File: config.mk
export PLATFORM = sky130hd
export DESIGN_NAME = dvsd_mul_arbiter
export DESIGN_NICKNAME = d
export VERILOG_FILES = /design/src/rtl/dvsd_mul_pkg.sv /design/src/rtl/dvsd_8216m3.sv /design/src/rtl/dvsd_rr_arb.sv /design/src/rtl/dvsd_mul_arbiter.sv
export SDC_FILE = /design/constraint.sdc
export NUM_CORES = 1
export LEC_CHECK = 0
export CORE_MARGIN = 10
export CORE_UTILIZATION = 50
export CTS_BUF_LIST = sky130_fd_sc_hd__clkbuf_8
export CTS_CLUSTER_DIAMETER = 80
export DETAILED_ROUTE_END_ITERATION = 8
export PLACE_DENSITY_LB_ADDON = 0.3
export SYNTH_ARGS = -nofsm -noshare
export SYNTH_HDL_FRONTEND = slang
export SYNTH_SLANG_ARGS = --single-unit
File: constraint.sdc
create_clock -name clock -period 5.25 [get_ports clock]
set_clock_uncertainty 0.2 [all_clocks]
set_input_delay 1.05 -clock clock [delete_from_list [all_inputs] [get_ports clock]]
set_output_delay 1.05 -clock clock [all_outputs]
set_load 0.1 [all_outputs]
File: src/rtl/dvsd_mul_pkg.sv
// Shared types and widths for the multiplier arbiter slice.
package dvsd_mul_pkg;
  typedef enum logic [1:0] {
    IDLE = 2'd0,
    MUL  = 2'd1,
    RESP = 2'd2
  } state_t;

  localparam int OPW   = 8;
  localparam int PRODW = 16;
endpackage

File: src/rtl/dvsd_8216m3.sv
// 8x8 unsigned multiplier datapath with bit-level ports; purely combinational.
module dvsd_8216m3 (
  input  logic a0, a1, a2, a3, a4, a5, a6, a7,
  input  logic b0, b1, b2, b3, b4, b5, b6, b7,
  output logic m0, m1, m2, m3, m4, m5, m6, m7,
  output logic m8, m9, m10, m11, m12, m13, m14, m15
);
  logic [7:0]  a_vec;
  logic [7:0]  b_vec;
  logic [15:0] m_vec;

  assign a_vec = {a7, a6, a5, a4, a3, a2, a1, a0};
  assign b_vec = {b7, b6, b5, b4, b3, b2, b1, b0};
  assign m_vec = 16'(a_vec) * 16'(b_vec);

  assign {m15, m14, m13, m12, m11, m10, m9, m8} = m_vec[15:8];
  assign {m7, m6, m5, m4, m3, m2, m1, m0}       = m_vec[7:0];
endmodule

File: src/rtl/dvsd_rr_arb.sv
// Combinational round-robin pick: first asserted request at or above ptr, wrapping.
module dvsd_rr_arb #(
  parameter int NREQ = 4,
  parameter int IDW  = 2
) (
  input  logic [NREQ-1:0] req,
  input  logic [IDW-1:0]  ptr,
  output logic [NREQ-1:0] grant,
  output logic [IDW-1:0]  idx
);
  logic found;

  always_comb begin
    grant = '0;
    idx   = '0;
    found = 1'b0;
    for (int k = 0; k < NREQ; k++) begin
      if (!found && req[(int'(ptr) + k) % NREQ]) begin
        found = 1'b1;
        grant[(int'(ptr) + k) % NREQ] = 1'b1;
        idx = IDW'((int'(ptr) + k) % NREQ);
      end
    end
  end
endmodule

File: src/rtl/dvsd_mul_arbiter.sv
// Shares one 8x8 multiplier among NREQ requesters with round-robin arbitration.
// state | meaning
// IDLE  | no operation in flight; accepting requests
// MUL   | operands held on the multiplier, counting MUL_LAT cycles
// RESP  | product registered and offered; accepts next request on rsp_ready
module dvsd_mul_arbiter
  import dvsd_mul_pkg::*;
#(
  parameter int NREQ    = 4,
  parameter int IDW     = 2,
  parameter int MUL_LAT = 1
) (
  input  logic                clock,
  input  logic                reset_n,
  input  logic [NREQ-1:0]     req_valid,
  input  logic [NREQ*OPW-1:0] req_a,
  input  logic [NREQ*OPW-1:0] req_b,
  output logic [NREQ-1:0]     req_ready,
  output logic                rsp_valid,
  output logic [IDW-1:0]      rsp_id,
  output logic [PRODW-1:0]    rsp_prod,
  input  logic                rsp_ready,
  output logic                busy
);
  state_t           state;
  logic [IDW-1:0]   ptr;
  logic [IDW-1:0]   id;
  logic [3:0]       cnt;
  logic [OPW-1:0]   op_a;
  logic [OPW-1:0]   op_b;
  logic [PRODW-1:0] prod;
  logic [NREQ-1:0]  grant;
  logic [IDW-1:0]   win_idx;
  logic             accept_win;
  logic             accept;

  dvsd_rr_arb #(.NREQ(NREQ), .IDW(IDW)) u_arb (
    .req   (req_valid),
    .ptr   (ptr),
    .grant (grant),
    .idx   (win_idx)
  );

  dvsd_8216m3 u_mul (
    .a0(op_a[0]), .a1(op_a[1]), .a2(op_a[2]), .a3(op_a[3]),
    .a4(op_a[4]), .a5(op_a[5]), .a6(op_a[6]), .a7(op_a[7]),
    .b0(op_b[0]), .b1(op_b[1]), .b2(op_b[2]), .b3(op_b[3]),
    .b4(op_b[4]), .b5(op_b[5]), .b6(op_b[6]), .b7(op_b[7]),
    .m0(prod[0]),   .m1(prod[1]),   .m2(prod[2]),   .m3(prod[3]),
    .m4(prod[4]),   .m5(prod[5]),   .m6(prod[6]),   .m7(prod[7]),
    .m8(prod[8]),   .m9(prod[9]),   .m10(prod[10]), .m11(prod[11]),
    .m12(prod[12]), .m13(prod[13]), .m14(prod[14]), .m15(prod[15])
  );

  // A finished response is retired in the same cycle the next request is taken.
  assign accept_win = (state == IDLE) || ((state == RESP) && rsp_ready);
  assign req_ready  = accept_win ? grant : '0;
  assign accept     = |req_ready;
  assign busy       = (state != IDLE);

  always_ff @(posedge clock) begin
    if (!reset_n) begin
      state     <= IDLE;
      ptr       <= '0;
      id        <= '0;
      cnt       <= '0;
      op_a      <= '0;
      op_b      <= '0;
      rsp_valid <= 1'b0;
      rsp_id    <= '0;
      rsp_prod  <= '0;
    end else begin
      case (state)
        IDLE, RESP: begin
          if (accept) begin
            op_a      <= req_a[int'(win_idx)*OPW +: OPW];
            op_b      <= req_b[int'(win_idx)*OPW +: OPW];
            id        <= win_idx;
            ptr       <= (int'(win_idx) == NREQ - 1) ? '0 : win_idx + 1'b1;
            cnt       <= 4'(MUL_LAT);
            rsp_valid <= 1'b0;
            state     <= MUL;
          end else if (state == RESP && rsp_ready) begin
            rsp_valid <= 1'b0;
            state     <= IDLE;
          end
        end
        MUL: begin
          cnt <= cnt - 1'b1;
          if (cnt == 4'd1) begin
            rsp_prod  <= prod;
            rsp_id    <= id;
            rsp_valid <= 1'b1;
            state     <= RESP;
          end
        end
        default: state <= IDLE;
      endcase
    end
  end
endmodule
==> metrics.cfg <==
[timing]
worst_hold_slack_ns=0.267
maxSlewHeadroom_pct=33.2
min_period_over_period_pct=88.3
rsz0062_at_grt=false
slew_viol_final=0
min_period_ns=4.64
worst_pin_slew_ns=0.998
setup_viol_count_final=0
layout_setup_ws_ns=0.613
timing.setup.tns_ns=0
hold_viol_final=0
fmax_ghz=0.216

[critical_path]
rr_worst_depth=15
critPathMaxFanout=13
crit_slowest_cell=clkdlybuf4s50_1
critical_path_class=in -> out
path_cells=clkdlybuf4s50_1 -> or3b_1 -> a2111oi_2 -> or2_2 -> a31oi_1 -> o21ai_1 -> buf_12
endpoint_kind=output pin
arrival_ns=3.39
crit_required_ns=4.00
worst_path_largest_cell_delay_ns=0.72
cp-start-kind=primary input

[routing]
viasPerCell=5.44
num_vias=3925
drc=0
wl_per_cell_um=15.5
wl_mm=11.2
dr.pass1.iters=4
drtIter0Drc=233
postRouteAntennaNets=0

[global_routing]
grt_first_pass_wirelength_mm=19.3
grt_usage_pct=16.1
grt-ovfl-total=0
antenna_found_initial=0
grt_max_degree=29
first_global_vias=4125

[hold_path]
hp-class=reg -> reg
min_path_cells=2

[yosys]
syn_area_per_cell_um2=9.45
yosys_most_used_dff=dfxtp_1
synth_warnings=0
synth-seq-cells=45
syn-num-nets=659
syn-cell-area_um2=4790
yosysSeqAreaShare_pct=18.8
synth_edf_count=0
ys_types=61
syn_inst=507
async_reset_ff_share_pct=0

[placement]
gp_congestion=0.856
place_ws_ns=0.632
place_inst=713
io_buffers=94
hpwlAfterDp_mm=9.14

[clocking]
tritoncts=built
ctsHoldBuffers=0
cts_buffers=5
root_buffer=clkbuf_8
cts_resized=0
clock_sinks=45
cts_setup_buffers=0
htreeDepth=2
clk_path_buf_depth=2
clock_latency_ns=0.31
path_clk_slew_ns=0.10

[flow_run]
drv_cap=0

[cells_and_area]
seq_area_um2=901
fillers=809
instances_no_fill=721
multi_input_area_um2=3560
finish.utilization_pct=64.3
syn_to_final_growth_pct=24.5
nets=743
diodes=0
mostFrequentLayoutCells=clkdlybuf4s50_1 (90), inv_1 (57), and2_1 (55)
drive_gt1_share_pct=7.77
final_common_cell=clkdlybuf4s50_1

[die]
start_util_pct=51.6
coreArea_um2=9280
dieArea_um2=13900
pin_count=95
num_rows=35
fp.dieW_um=118
die_h_um=118

[run_status]
status=complete, no violations

[power_and_ir_drop]
power_density_nw_per_um2=480
ir_drop_uv=295
p_leak_nw=2.59

[final timing paths]
| path | start | to | slack [ns] |
|---|---|---|---|
| hold reg to reg | rsp_prod[5] | rsp_prod[5] | 0.27 |
| hold / removal | rsp_prod[5] | rsp_prod[5] | 0.27 |
| setup reg to reg | op_b[7] | rsp_prod[15] | 0.72 |
| setup / recovery | req_valid[3] | req_ready[0] | 0.61 |
[layer usage]
layer / track usage [%] / vias to the layer above / wire length, um
met1: 19.5 / 1911 / 4730
met3: 3.69 / 9 / 687
li1: - / 1900 / -
met2: 27.9 / 105 / 5680
met4: 3.79 / 0 / 103
met5: 0 / - / 0
[through the flow]
| step | cell area [um2] | total power, mW |
|---|---|---|
| detailed placement | 5850 | 2.60 |
| finish | 5970 | 2.86 |
| floorplan | 4790 | 2.15 |
| CTS | 5970 | 2.89 |
| global placement | 5850 | 2.54 |
| global route | 5970 | 3.13 |
[cells in the mapped netlist (all sizes together) (3+ instances only)]
cell	count	area, um2
nor2	11	43.8
o211ai	3	22.5
a221o	3	30.0
a31oi	4	25.0
inv	58	218
clkbuf	11	41.3
nand3	14	70.1
ha	45	563
xor2	3	26.3
a21o	4	30.0
mux4	19	428
nand2	39	146
nand3b	5	37.5
and3	3	18.8
nor2b	23	146
nor3	6	41.3
a21boi	10	75.1
o31ai	3	22.5
dfxtp	45	901
and2	56	353
a22oi	4	30.0
mux2i	20	200
xnor2	4	35.0
fa	36	721
a21oi	14	81.3
o21a	5	37.5
nor3b	4	30.0
nand2b	3	18.8
buf	10	75.1
o21ai	16	80.1
[cell families after synthesis]
group | after synthesis | synth area share, %
AOI/OAI and AO/OA | 80 | 12.1
and+or+nand+nor | 176 | 20.9
adders and majority gates | 81 | 26.8
buffers and inverters | 79 | 6.97
DFF | 45 | 18.8
xor gates and xnor gates | 7 | 1.28
muxes | 39 | 13.1
[worst max-delay path: cells and delay by family]
kind,cells,cell delay (ns)
and+or+nand+nor,2,0.65
AOI/OAI and AO/OA,3,0.74
buffers and inverters,2,0.94
[sequential cells by signal, summed over array words and instances (netlist names), named ones only]
signal	cells
cnt	4
id	2
op_a	8
op_b	8
ptr	1
rsp_id	2
rsp_prod	16
rsp_valid	1
state	2
[power breakdown]
group          switching (mW)  leakage (nW)  internal (mW)
logic                    1.10          2.17          0.847
clock network           0.131        0.0563          0.145
registers               0.194         0.368          0.451
total                    1.42          2.59           1.44
[cell type report]
cell class,instances,area share (%)
inverter,58,3.65
sequential,45,15.1
timing repair buffer,98,16.9
multi-input combinational,383,59.6
clock buffer,5,1.15
tap,129,2.71
clock inverter,3,0.818
Note: power is estimated with default switching activity, not from simulation.
